==> config.mk <==
export PLATFORM = sky130hd
export DESIGN_NAME = sim_run_ctrl
export DESIGN_NICKNAME = d
export VERILOG_FILES = /design/src/rtl/sim_run_ctrl.sv
export SDC_FILE = /design/constraint.sdc
export NUM_CORES = 1
export LEC_CHECK = 0
export ABC_AREA = 1
export BUFFER_PORTS_ARGS = -buffer_cell sky130_fd_sc_hd__buf_2
export CAP_MARGIN = 20
export CORE_ASPECT_RATIO = 1.75
export CORE_UTILIZATION = 50
export DETAILED_ROUTE_END_ITERATION = 8
export HOLD_SLACK_MARGIN = 0.05
export PLACE_DENSITY_LB_ADDON = 0.08
export SYNTH_ARGS = -nofsm -noshare
export SYNTH_HDL_FRONTEND = slang
export SYNTH_SLANG_ARGS = --single-unit
==> constraint.sdc <==
create_clock -name clock -period 5.64 [get_ports clock]
set_input_delay 1.128 -clock clock [delete_from_list [all_inputs] [get_ports clock]]
set_output_delay 1.128 -clock clock [all_outputs]
set_load 0.05 [all_outputs]
==> src/rtl/sim_run_ctrl.sv <==
// sim_run_ctrl: run controller for the NPC simulation top.
// Sequences the DUT reset (PRE -> ASSERT -> RUN), counts RUN cycles and
// retired instructions, and decides end of run. A run ends when every hart has
// committed an end, when commits stop for too long, or when the cycle budget
// runs out. Results stay frozen in DONE until a soft restart or a controller
// reset.
module sim_run_ctrl #(
  parameter int unsigned NUM_HARTS        = 1,
  parameter int unsigned PRE_RESET_CYCLES = 10,
  parameter int unsigned RESET_CYCLES     = 10,
  parameter int unsigned TIMEOUT_CYCLES   = 5000000,
  parameter int unsigned IDLE_LIMIT       = 0,
  parameter int unsigned CNT_W            = 32
) (
  input  logic                    clock,
  input  logic                    reset,
  input  logic [NUM_HARTS-1:0]    commit_valid,
  input  logic [NUM_HARTS-1:0]    commit_isEnd,
  input  logic [32*NUM_HARTS-1:0] commit_code,
  input  logic                    soft_restart,
  output logic                    dut_reset,
  output logic                    running,
  output logic                    done,
  output logic                    pass,
  output logic                    fail_timeout,
  output logic                    fail_hang,
  output logic [31:0]             exit_code,
  output logic [NUM_HARTS-1:0]    ended_mask,
  output logic [CNT_W-1:0]        cycle_count,
  output logic [CNT_W-1:0]        instr_count
);

  // Width that holds a popcount of NUM_HARTS bits (never zero-width).
  localparam int unsigned POP_W = $clog2(NUM_HARTS + 1) + 1;
  localparam int unsigned SUM_W = CNT_W + 1;

  // Phase counter end values for the two reset-sequencing states.
  localparam logic [31:0] PRE_LAST = 32'(PRE_RESET_CYCLES - 1);
  localparam logic [31:0] RST_LAST = 32'(RESET_CYCLES - 1);

  typedef enum logic [1:0] {
    ST_PRE    = 2'd0,
    ST_ASSERT = 2'd1,
    ST_RUN    = 2'd2,
    ST_DONE   = 2'd3
  } state_t;

  state_t               state_q, state_d;
  logic [31:0]          phase_q, phase_d;
  logic [CNT_W-1:0]     cycle_q, cycle_d;
  logic [CNT_W-1:0]     instr_q, instr_d;
  logic [CNT_W-1:0]     idle_q, idle_d;
  logic [NUM_HARTS-1:0] ended_q, ended_d;
  logic [31:0]          exit_q, exit_d;
  logic                 nonzero_q, nonzero_d;
  logic                 pass_q, pass_d;
  logic                 fail_timeout_q, fail_timeout_d;
  logic                 fail_hang_q, fail_hang_d;
  logic                 dut_reset_q, dut_reset_d;
  logic                 running_q, running_d;
  logic                 done_q, done_d;

  // Per-hart decode of the commit channels.
  logic [NUM_HARTS-1:0] new_end;
  logic [NUM_HARTS-1:0] new_end_nz;

  // An end only counts the first time a hart reports it; the code of a
  // repeated end from an already-ended hart is never considered.
  generate
    for (genvar gi = 0; gi < NUM_HARTS; gi++) begin : g_hart
      assign new_end[gi]    = commit_valid[gi] & commit_isEnd[gi] & ~ended_q[gi];
      assign new_end_nz[gi] = new_end[gi] & (commit_code[32*gi +: 32] != 32'd0);
    end
  endgenerate

  logic [POP_W-1:0] commit_pop;
  logic [31:0]      first_nz_code;

  // Popcount of commits this cycle, and the code of the lowest-indexed hart
  // that ends with a nonzero code (scanning downward so the lowest wins).
  always_comb begin
    commit_pop    = '0;
    first_nz_code = 32'd0;
    for (int i = 0; i < NUM_HARTS; i++) begin
      commit_pop = commit_pop + POP_W'(commit_valid[i]);
    end
    for (int i = NUM_HARTS - 1; i >= 0; i--) begin
      if (new_end_nz[i]) begin
        first_nz_code = commit_code[32*i +: 32];
      end
    end
  end

  logic [CNT_W-1:0] cycle_inc;
  logic [CNT_W-1:0] idle_inc;
  logic [SUM_W-1:0] instr_sum;
  logic [CNT_W-1:0] instr_inc;

  // Saturating counter arithmetic: counters stick at all-ones instead of wrapping.
  always_comb begin
    cycle_inc = (cycle_q == {CNT_W{1'b1}}) ? cycle_q : cycle_q + CNT_W'(1);
    idle_inc  = (idle_q  == {CNT_W{1'b1}}) ? idle_q  : idle_q  + CNT_W'(1);
    instr_sum = {1'b0, instr_q} + SUM_W'(commit_pop);
    instr_inc = instr_sum[CNT_W] ? {CNT_W{1'b1}} : instr_sum[CNT_W-1:0];
  end

  // Next-state and result logic. Exit checks in RUN look at the updated
  // counters so that done rises on the edge after the deciding cycle.
  always_comb begin
    state_d        = state_q;
    phase_d        = phase_q;
    cycle_d        = cycle_q;
    instr_d        = instr_q;
    idle_d         = idle_q;
    ended_d        = ended_q;
    exit_d         = exit_q;
    nonzero_d      = nonzero_q;
    pass_d         = pass_q;
    fail_timeout_d = fail_timeout_q;
    fail_hang_d    = fail_hang_q;

    case (state_q)
      ST_PRE: begin
        if (phase_q == PRE_LAST) begin
          state_d = ST_ASSERT;
          phase_d = 32'd0;
        end else begin
          phase_d = phase_q + 32'd1;
        end
      end

      ST_ASSERT: begin
        if (phase_q == RST_LAST) begin
          // Fresh run: every per-run statistic starts from zero.
          state_d        = ST_RUN;
          phase_d        = 32'd0;
          cycle_d        = '0;
          instr_d        = '0;
          idle_d         = '0;
          ended_d        = '0;
          exit_d         = 32'd0;
          nonzero_d      = 1'b0;
          pass_d         = 1'b0;
          fail_timeout_d = 1'b0;
          fail_hang_d    = 1'b0;
        end else begin
          phase_d = phase_q + 32'd1;
        end
      end

      ST_RUN: begin
        cycle_d = cycle_inc;
        instr_d = instr_inc;
        idle_d  = (|commit_valid) ? '0 : idle_inc;
        ended_d = ended_q | new_end;
        if (!nonzero_q && (|new_end_nz)) begin
          nonzero_d = 1'b1;
          exit_d    = first_nz_code;
        end

        if (&ended_d) begin
          state_d = ST_DONE;
          pass_d  = ~nonzero_d;
        end else if ((IDLE_LIMIT != 0) && (64'(idle_d) >= 64'(IDLE_LIMIT))) begin
          state_d     = ST_DONE;
          fail_hang_d = 1'b1;
        end else if (64'(cycle_d) >= 64'(TIMEOUT_CYCLES)) begin
          state_d        = ST_DONE;
          fail_timeout_d = 1'b1;
        end
      end

      ST_DONE: begin
        // Results are frozen; only a restart request leaves this state.
        if (soft_restart) begin
          state_d        = ST_PRE;
          phase_d        = 32'd0;
          cycle_d        = '0;
          instr_d        = '0;
          idle_d         = '0;
          ended_d        = '0;
          exit_d         = 32'd0;
          nonzero_d      = 1'b0;
          pass_d         = 1'b0;
          fail_timeout_d = 1'b0;
          fail_hang_d    = 1'b0;
        end
      end

      default: begin
        state_d = ST_PRE;
        phase_d = 32'd0;
      end
    endcase

    // Status outputs follow the state being entered so they are registered
    // and line up with the state register.
    dut_reset_d = (state_d == ST_ASSERT);
    running_d   = (state_d == ST_RUN);
    done_d      = (state_d == ST_DONE);
  end

  // State and result registers; the controller reset returns to PRE at once.
  always_ff @(posedge clock or posedge reset) begin
    if (reset) begin
      state_q        <= ST_PRE;
      phase_q        <= 32'd0;
      cycle_q        <= '0;
      instr_q        <= '0;
      idle_q         <= '0;
      ended_q        <= '0;
      exit_q         <= 32'd0;
      nonzero_q      <= 1'b0;
      pass_q         <= 1'b0;
      fail_timeout_q <= 1'b0;
      fail_hang_q    <= 1'b0;
      dut_reset_q    <= 1'b0;
      running_q      <= 1'b0;
      done_q         <= 1'b0;
    end else begin
      state_q        <= state_d;
      phase_q        <= phase_d;
      cycle_q        <= cycle_d;
      instr_q        <= instr_d;
      idle_q         <= idle_d;
      ended_q        <= ended_d;
      exit_q         <= exit_d;
      nonzero_q      <= nonzero_d;
      pass_q         <= pass_d;
      fail_timeout_q <= fail_timeout_d;
      fail_hang_q    <= fail_hang_d;
      dut_reset_q    <= dut_reset_d;
      running_q      <= running_d;
      done_q         <= done_d;
    end
  end

  assign dut_reset    = dut_reset_q;
  assign running      = running_q;
  assign done         = done_q;
  assign pass         = pass_q;
  assign fail_timeout = fail_timeout_q;
  assign fail_hang    = fail_hang_q;
  assign exit_code    = exit_q;
  assign ended_mask   = ended_q;
  assign cycle_count  = cycle_q;
  assign instr_count  = instr_q;

endmodule
Word level (Yosys, flattened, before mapping) --
Cells that the tools add are included.
Word-level totals: input port bits 37, register bits after elaboration 138, word-level logic and storage cells 80, output and inout port bits 103
Operators by class: equal/unequal tests 14, reductions and logical operators 14, mux-type cells 29, order comparisons 1, $add $sub $neg 3, bitwise operators 6
Operator list (number):
- $pmux 32 s3 | 3
- $mux 32 | 7
- $add 32x1->32 const B | 2
- $pmux 32 s2 | 1
- $add 32x1->33 | 1
- $eq 32x32->1 const B | 1
- $eq 32x4->1 const B | 1
- $ge 32x23->1 const B | 1
- $reduce_bool 32->1 | 1
- $ne 2x2->1 const B | 6
- $pmux 1 s3 | 4
- $mux 2 | 5
- $eq 2x2->1 const B | 4
- $pmux 2 s4 | 1
- $reduce_and 4->1 | 2
- $mux 1 | 7
- $reduce_and 3->1 | 2
- $reduce_and 5->1 | 1
- $eq 2x1->1 const B | 2
- $reduce_bool 2->1 | 2
- $and 1x1->1 | 3
- $reduce_bool 3->1 | 1
- $logic_not 2->1 | 1
- $not 1->1 | 2
- other kinds (6) | 6

Longest topological paths before layout --
Gate-level depths: netlist (run 1).
depth after elaboration 9, depth in mapped cells 18, mapped depth without buffers 18

Worst setup path after synthesis (run 1) --
No wires, ideal clock.
path type input to register, from input port commit_valid, to register instr_q[20], in the netlist instr_count[20], buffers on the path 0, library setup time 0.130 ns, setup slack 2.648 ns, arrival 2.862 ns, stages on the path 12, required time 5.510 ns, path through ha_1 -> ha_1 -> nand2_1 -> nor2_1 -> nand3_2 -> nor2_4 -> nand3_1 -> nor4_2 -> nand3_1 -> xor2_1 -> o21ai_0 -> o21ai_0
On the way: word-level cells in the longest chain between the ends 3
RTL lines:
- start: declaration | line 17 | input logic [NUM_HARTS-1:0] commit_valid,
- $add 32x1->33 | line 103 | instr_sum = {1'b0, instr_q} + SUM_W'(commit_pop);
- $mux 32 | line 104 | instr_inc = instr_sum[CNT_W] ? {CNT_W{1'b1}} : instr_sum[CNT_W-1:0];
- $pmux 32 s3 | line 122 | case (state_q)
- end signal: assignment | line 224 | instr_q <= instr_d;
- end: declaration | line 51 | logic [CNT_W-1:0] instr_q, instr_d;
No other way between the ends. A chain may end at the register's enable or synchronous reset.

Worst setup path in the final report (run 1) --
from register cycle_q[0], in the netlist cycle_count[0], to register dut_reset_q, in the netlist dut_reset
On the way: word-level cells in the longest chain between the ends 7, elaborated cells between the ends (all ways) 8, those cells by class add/sub: 1; order compare: 1; eq/ne: 2; mux: 4
RTL lines:
- start: declaration | line 50 | logic [CNT_W-1:0] cycle_q, cycle_d;
- start signal: assignment | line 223 | cycle_q <= cycle_d;
- $add 32x1->32 or $eq 32x32->1 (tied branches) | line 101 | cycle_inc = (cycle_q == {CNT_W{1'b1}}) ? cycle_q : cycle_q + CNT_W'(1);
- $mux 32 * | line 101
- $ge 32x23->1 * | line 167 | end else if (64'(cycle_d) >= 64'(TIMEOUT_CYCLES)) begin
- $mux 2 * | line 167
- $mux 2 * | line 161 | if (&ended_d) begin
- $pmux 2 s4 * | line 122
- net state_d[0] | line 48 | state_t state_q, state_d;
- $eq 2x1->1 * | line 198 | dut_reset_d = (state_d == ST_ASSERT);
- net dut_reset_d | line 59 | logic dut_reset_q, dut_reset_d;
- end signal: assignment | line 232 | dut_reset_q <= dut_reset_d;
- end: declaration | line 59
The timed path passes the listed nets; every way through them passes the cells marked *.

==> impl_metrics.env, run 1 <==
export IMPL_status="finished, final reports clean"
export IMPL_cts_made_buffers=17
export IMPL_drc=0
export IMPL_cts_sinks=137
export IMPL_p_comb_share_pct=6.8
export IMPL_cts_buffer_depth=2
export IMPL_fin_crit_ns=3.276
export IMPL_die_height_um=171.1
export IMPL_cts_hold_buf=0
export IMPL_grt_antenna_before_repair=0
export IMPL_skew_ns=0.008890
export IMPL_cp_max_fo=30
export IMPL_ir_worst_vdd_uv=223.1
export IMPL_gr_total_overflow=0
export IMPL_placement_cell_area_um2=9031
export IMPL_insertion_delay_ns=0.43
export IMPL_wl_per_cell_um=16.06
export IMPL_hold_class="reg2reg"
export IMPL_yosysMostFrequentCell="nand2_1"
export IMPL_rsz0062_at_grt="false"
export IMPL_fin_crit_sh_pct=58.09
export IMPL_startpoint_type="register"
export IMPL_num_antenna_cells=0
export IMPL_rows=61
export IMPL_share_clk_of_total_power_pct=51.6
export IMPL_hold_viol_final=0
export IMPL_synth_common_cells="nand2_1 (241), inv_1 (169), dfrtp_1 (137)"
export IMPL_cts_resized_gates=0
export IMPL_drtAntennaViolNets=0
export IMPL_endpoint_kind="register"
export IMPL_synthTopCellsByArea="dfrtp_1 (42%), nand2_1 (11%), inv_1 (7.8%)"
export IMPL_die_area_um2=16880
export IMPL_syn_num_nets=1189
export IMPL_power_leakage_nw=4.824
export IMPL_synthFlopType="dfrtp_1"
export IMPL_max_freq_ghz=0.3052
export IMPL_syn_area_per_cell_um2=7.125
export IMPL_post_synth_top_area_cell="dfrtp_1"
export IMPL_cts_root_buffer="clkbuf_16"
export IMPL_grt_pass1_wl_um=39080
export IMPL_areaGrowthSynthToFinish_pct=18.89
export IMPL_synth_cell_types=42
export IMPL_hold_ws_ns=0.4828
export IMPL_synth_edf_count=0
export IMPL_dp_hpwl_um=17250
export IMPL_final_fill_count=1522
export IMPL_io_pins=140
export IMPL_dp_slack_ns=2.206
export IMPL_routed_wl_um=23770
export IMPL_syn_inst=1147
export IMPL_gp_congestion=0.9739
export IMPL_fin_cells=1480
export IMPL_p_per_area_nw_per_um2=251.8
export IMPL_r2r_setup_slack_ns=2.36
export IMPL_port_buffers=138
export IMPL_worst_pin_slew_ns=0.9387
export IMPL_seqPwrFrac_pct=41.7
export IMPL_grt_total_usage_pct=29.67
export IMPL_dp_cells=1447
export IMPL_yosysSeqAreaShare_pct=41.95
export IMPL_first_pass_iters=5
export IMPL_yosys_warnings=0
export IMPL_vias=8163
export IMPL_htreeDepth=4
export IMPL_worstPathArrival_ns=3.65
export IMPL_clkTransAtPathRegs_ns=0.06
export IMPL_tritoncts="done"
export IMPL_finalMaxSlewViolations=0
export IMPL_ys_seq_elements=137
export IMPL_critPathKind="reg2reg"
export IMPL_critPathRequiredTime_ns=6.01
export IMPL_tns_ns=0
export IMPL_core_area_um2=15950
export IMPL_finalSetupViolCount=0
export IMPL_timing_final_ws_setup_ns=2.364
export IMPL_drv_cap=0
export IMPL_async_reset_ff_share_pct=100.0
export IMPL_final_area_um2=9717
export IMPL_fp_dieW_um=98.65
export IMPL_yosysTopAreaCellShare_pct=41.95
export IMPL_synth_area_um2=8173
export IMPL_initial_core_util_pct=51.24
export IMPL_post_cts_buffers=0
export IMPL_drt_iter0_markers=378
export IMPL_grt_pass1_vias=7985
export IMPL_netSwitchingPower_w=0.0006041
export IMPL_switching_share_pct=24.69
export IMPL_max_slew_margin_pct=37.42
export IMPL_nNetsFinal=1320
export IMPL_p_int_w=0.001842
export IMPL_viasPerCell=5.516
export IMPL_grt_max_degree=108
export IMPL_drive_gt1_share_pct=15.57
## area by class of cell
class | instances | area, um2 | area share (%)
Timing Repair Buffer | 145 | 763.2 | 7.855
Multi-Input combinational cell | 807 | 3988 | 41.04
Tap cell | 189 | 236.5 | 2.434
Clock inverter | 13 | 215.2 | 2.215
Inverter | 170 | 643.1 | 6.619
Sequential cell | 137 | 3428 | 35.28
Clock buffer | 19 | 442.9 | 4.558
## critical path, cell delays in order (launching register included)
cell and delay (ns):
dfrtp_1 0.55, ha_1 0.39, inv_2 0.09, nor2_4 0.23
nand2_4 0.09, nor2_4 0.19, nand2_2 0.38, nand2_1 0.24
nand2_2 0.07, or2_0 0.21, nor2_1 0.19, nand2_1 0.14
nand2_1 0.11, nand2_1 0.06, nand3_2 0.12, nand2_1 0.06
inv_1 0.08
## layer usage
layer / GRT usage [%] / share of wire [%] / wire length, um / vias up
li1: - / - / - / 4027
met1: 34.10 / 41 / 9679 / 3844
met2: 52.54 / 52 / 12270 / 228
met3: 5.556 / 3.8 / 898 / 64
met4: 14.86 / 3.8 / 912 / 0
met5: 0 / 0 / 0 / -
## state kept, by name, summed over array words and instances (netlist names)
name and count:
pass 1, phase_q 32, done 1, exit_code 32, instr_count 32, nonzero_q 1, state_q 2, running 1
dut_reset 1, cycle_count 32, ended_mask 1, fail_timeout 1
## layout by cell type, fill, tap and decap left out, drive strengths merged, types with 19 or more instances in the layout
| cell type | n |
|---|---|
| a21oi | 31 |
| buf | 145 |
| clkbuf | 19 |
| dfrtp | 137 |
| inv | 174 |
| nand2 | 245 |
| nand3 | 94 |
| nand4 | 28 |
| nor2 | 138 |
| nor3 | 38 |
| nor4 | 29 |
| o21ai | 126 |
| xor2 | 30 |
## worst paths after layout
kind	start	endpoint	depth (start not counted)
min in group asynchronous	reset	phase_q[10]	2
setup / recovery	cycle_count[0]	dut_reset	16
setup reg to reg	cycle_count[0]	dut_reset	16
max in group asynchronous	reset	instr_count[18]	4
hold reg to reg	fail_timeout	fail_timeout	2
hold / removal	fail_timeout	fail_timeout	2
## per-stage QoR
| stage | utilization [%] | total power [W] |
|---|---|---|
| final | 60.91 | 0.002447 |
| after global placement | 56.62 | 0.001200 |
| after floorplan | - | 0.001146 |
| after global routing | 60.91 | 0.002514 |
| after CTS | 60.74 | 0.002461 |
| after detailed placement | 56.62 | 0.001201 |
## power by group through the flow
stage	Combinational, W	Sequential (W)	Clock (W)
after floorplan	0.0000469	0.00110	0
after global placement	0.000164	0.00104	0
after detailed placement	0.000165	0.00104	0
after CTS	0.000165	0.00102	0.00128
after global routing	0.000180	0.00102	0.00131
final	0.000166	0.00102	0.00126
## kinds of logic (layout without fill, tap and decap cells)
| kind of cell | after synthesis | after routing | share of synthesized area, % |
|---|---|---|---|
| simple gates | 584 | 584 | 32.16 |
| buf+inv | 203 | 347 | 9.522 |
| compound gates | 187 | 187 | 12.34 |
| flops | 137 | 137 | 41.95 |
| xor+xnor | 30 | 30 | 3.215 |
| fa+ha+maj | 5 | 5 | 0.7655 |
| other cells | 1 | 1 | 0.04588 |
Note: power is estimated with default switching activity, not from simulation.
==> inputs of run 2 (changes only) <==
clock period = 2.81 ns   (was 5.64 ns; I/O delays follow)
==> impl_metrics.env, run 2 (synthesis results as in run 1) <==
export IMPL_critPathTopFamily="simple AND/OR/NAND/NOR gates"
export IMPL_grt_pass1_wl_um=39270
export IMPL_die_height_um=171.1
export IMPL_cts_buffer_depth=2
export IMPL_hold_ws_ns=0.2503
export IMPL_final_area_um2=9794
export IMPL_grt_max_degree=93
export IMPL_drive_gt1_share_pct=16.69
export IMPL_rows=61
export IMPL_rsz0062_at_grt="false"
export IMPL_tns_ns=0
export IMPL_port_buffers=138
export IMPL_hold_class="in2async"
export IMPL_nNetsFinal=1337
export IMPL_routed_wl_um=23640
export IMPL_skew_ns=0.01012
export IMPL_vias=8235
export IMPL_finalMaxSlewViolations=0
export IMPL_fp_dieW_um=98.65
export IMPL_grt_antenna_before_repair=0
export IMPL_status="finished, final reports clean"
export IMPL_viasPerCell=5.508
export IMPL_gr_total_overflow=0
export IMPL_cpMostUsedCell="nand2_1"
export IMPL_power_leakage_nw=4.863
export IMPL_cpMaxStageDelayCell="dfrtp_1"
export IMPL_total_power_w=0.004712
export IMPL_initial_core_util_pct=51.24
export IMPL_max_freq_ghz=0.3940
export IMPL_cts_sinks=137
export IMPL_worstPathArrival_ns=2.84
export IMPL_path_cells="ha_1 > inv_2 > nor2_4 > nand2_4 > nor2_4 > nand2_2 > buf_4 > nand2_1 > nand3_1 > nor2_1 > nand3_1 > nand2_1 > nand2_1 > nand2_1 > nand2_1 > nand3_2 > nor2_1"
export IMPL_core_area_um2=15950
export IMPL_areaGrowthSynthToFinish_pct=19.84
export IMPL_p_per_area_nw_per_um2=481.1
export IMPL_io_pins=140
export IMPL_post_route_util_pct=61.40
export IMPL_cp_max_fo=15
export IMPL_final_fill_count=1571
export IMPL_finalSetupViolCount=0
export IMPL_critPathKind="reg2reg"
export IMPL_wl_per_cell_um=15.81
export IMPL_gp_congestion=0.9227
export IMPL_drv_cap=0
export IMPL_fin_crit_ns=2.538
export IMPL_final_common_cell="nand2_1"
export IMPL_insertion_delay_ns=0.43
export IMPL_r2r_start="cycle_count[0]"
export IMPL_r2r_end="running"
export IMPL_cts_made_buffers=17
export IMPL_drt_iter0_markers=395
export IMPL_grt_pass1_vias=8077
export IMPL_slowest_delay_ns=0.35
export IMPL_worst_pin_slew_ns=0.9443
export IMPL_r2r_cells=17
export IMPL_crit_cells=17
export IMPL_fin_crit_sh_pct=90.32
export IMPL_drc=0
export IMPL_critPathRequiredTime_ns=3.12
export IMPL_cts_root_buffer="clkbuf_16"
export IMPL_r2r_setup_slack_ns=0.27
export IMPL_grt_total_usage_pct=29.90
export IMPL_startpoint_type="register"
export IMPL_die_area_um2=16880
export IMPL_most_common_layout_cells="nand2_1 (241), inv_1 (168), buf_2 (138)"
export IMPL_drtAntennaViolNets=0
export IMPL_placement_cell_area_um2=9190
export IMPL_tritoncts="done"
export IMPL_dp_hpwl_um=17400
export IMPL_cts_hold_buf=0
export IMPL_clkTransAtPathRegs_ns=0.06
export IMPL_max_slew_margin_pct=37.05
export IMPL_htreeDepth=4
export IMPL_ir_worst_vdd_uv=374.1
export IMPL_first_pass_iters=7
export IMPL_num_antenna_cells=0
export IMPL_path_buf_inv=2
export IMPL_endpoint_kind="register"
export IMPL_hold_viol_final=0
## run 2: cell count changes in the layout (fill, tap and decap cells not counted), sizes merged
cell	before	now
buf	145	162
clkinvlp	0	4
clkbuf	19	20
clkinv	4	2
bufinv	5	3
inv	174	171
## run 2: where the power goes
part | total [W] | internal, W | switching (W) | leakage (nW)
registers | 0.00204 | 0.00201 | 0.0000339 | 1.53
clock network | 0.00234 | 0.00144 | 0.000901 | 0.285
logic | 0.000330 | 0.0000752 | 0.000255 | 3.05
## run 2: stage by stage
step,instances,worst slack (ns)
2_1_floorplan,1147,0.2132
3_3_place_gp,1465,0.1592
3_5_place_dp,1465,0.1090
4_1_cts,1495,0.1925
5_1_grt,1495,0.02543
6_report,1495,0.2720
## run 2: worst register-to-register path, cell delays in order (launching register included)
cell and delay [ns]:
dfrtp_1 0.35, ha_1 0.18, inv_2 0.06, nor2_4 0.22, nand2_4 0.09, nor2_4 0.16
nand2_2 0.24, buf_4 0.25, nand2_1 0.13, nand3_1 0.09, nor2_1 0.10, nand3_1 0.07
nand2_1 0.06, nand2_1 0.09, nand2_1 0.11, nand2_1 0.07, nand3_2 0.12, nor2_1 0.05
## run 2: worst max-delay path by stage
stage	start	end
after floorplan	instr_count[0]	instr_count[20]
after global placement	commit_valid	instr_count[22]
after detailed placement	commit_valid	instr_count[22]
after CTS	phase_q[1]	exit_code[26]
after global routing	cycle_count[0]	dut_reset
final	cycle_count[0]	running
## run 2: area by class of cell
class | count | area [um2] | area share (%)
clock inverter | 10 | 143.9 | 1.469
tap | 189 | 236.5 | 2.414
clock buffer | 20 | 456.7 | 4.663
sequential | 137 | 3428 | 35.00
inverter | 170 | 641.9 | 6.553
timing repair buffer | 162 | 895.9 | 9.147
multi-input combinational | 807 | 3991 | 40.75
## run 2: repair_timing
| action | 4_1_cts | 5_1_grt |
|---|---|---|
| hold endpoints to repair | 0 | 0 |
| resized for setup | 0 | 2 |
| endpoints found under the setup margin | 0 | 18 |
| buffers inserted | 0 | 0 |
## run 2: per-layer routing
metal | GRT usage (%) | vias up | share of wire [%]
li1 | - | 4055 | -
met1 | 33.99 | 3875 | 40
met2 | 52.57 | 237 | 51
met3 | 6.291 | 68 | 4.9
met4 | 15.64 | 0 | 4.0
met5 | 0 | - | 0
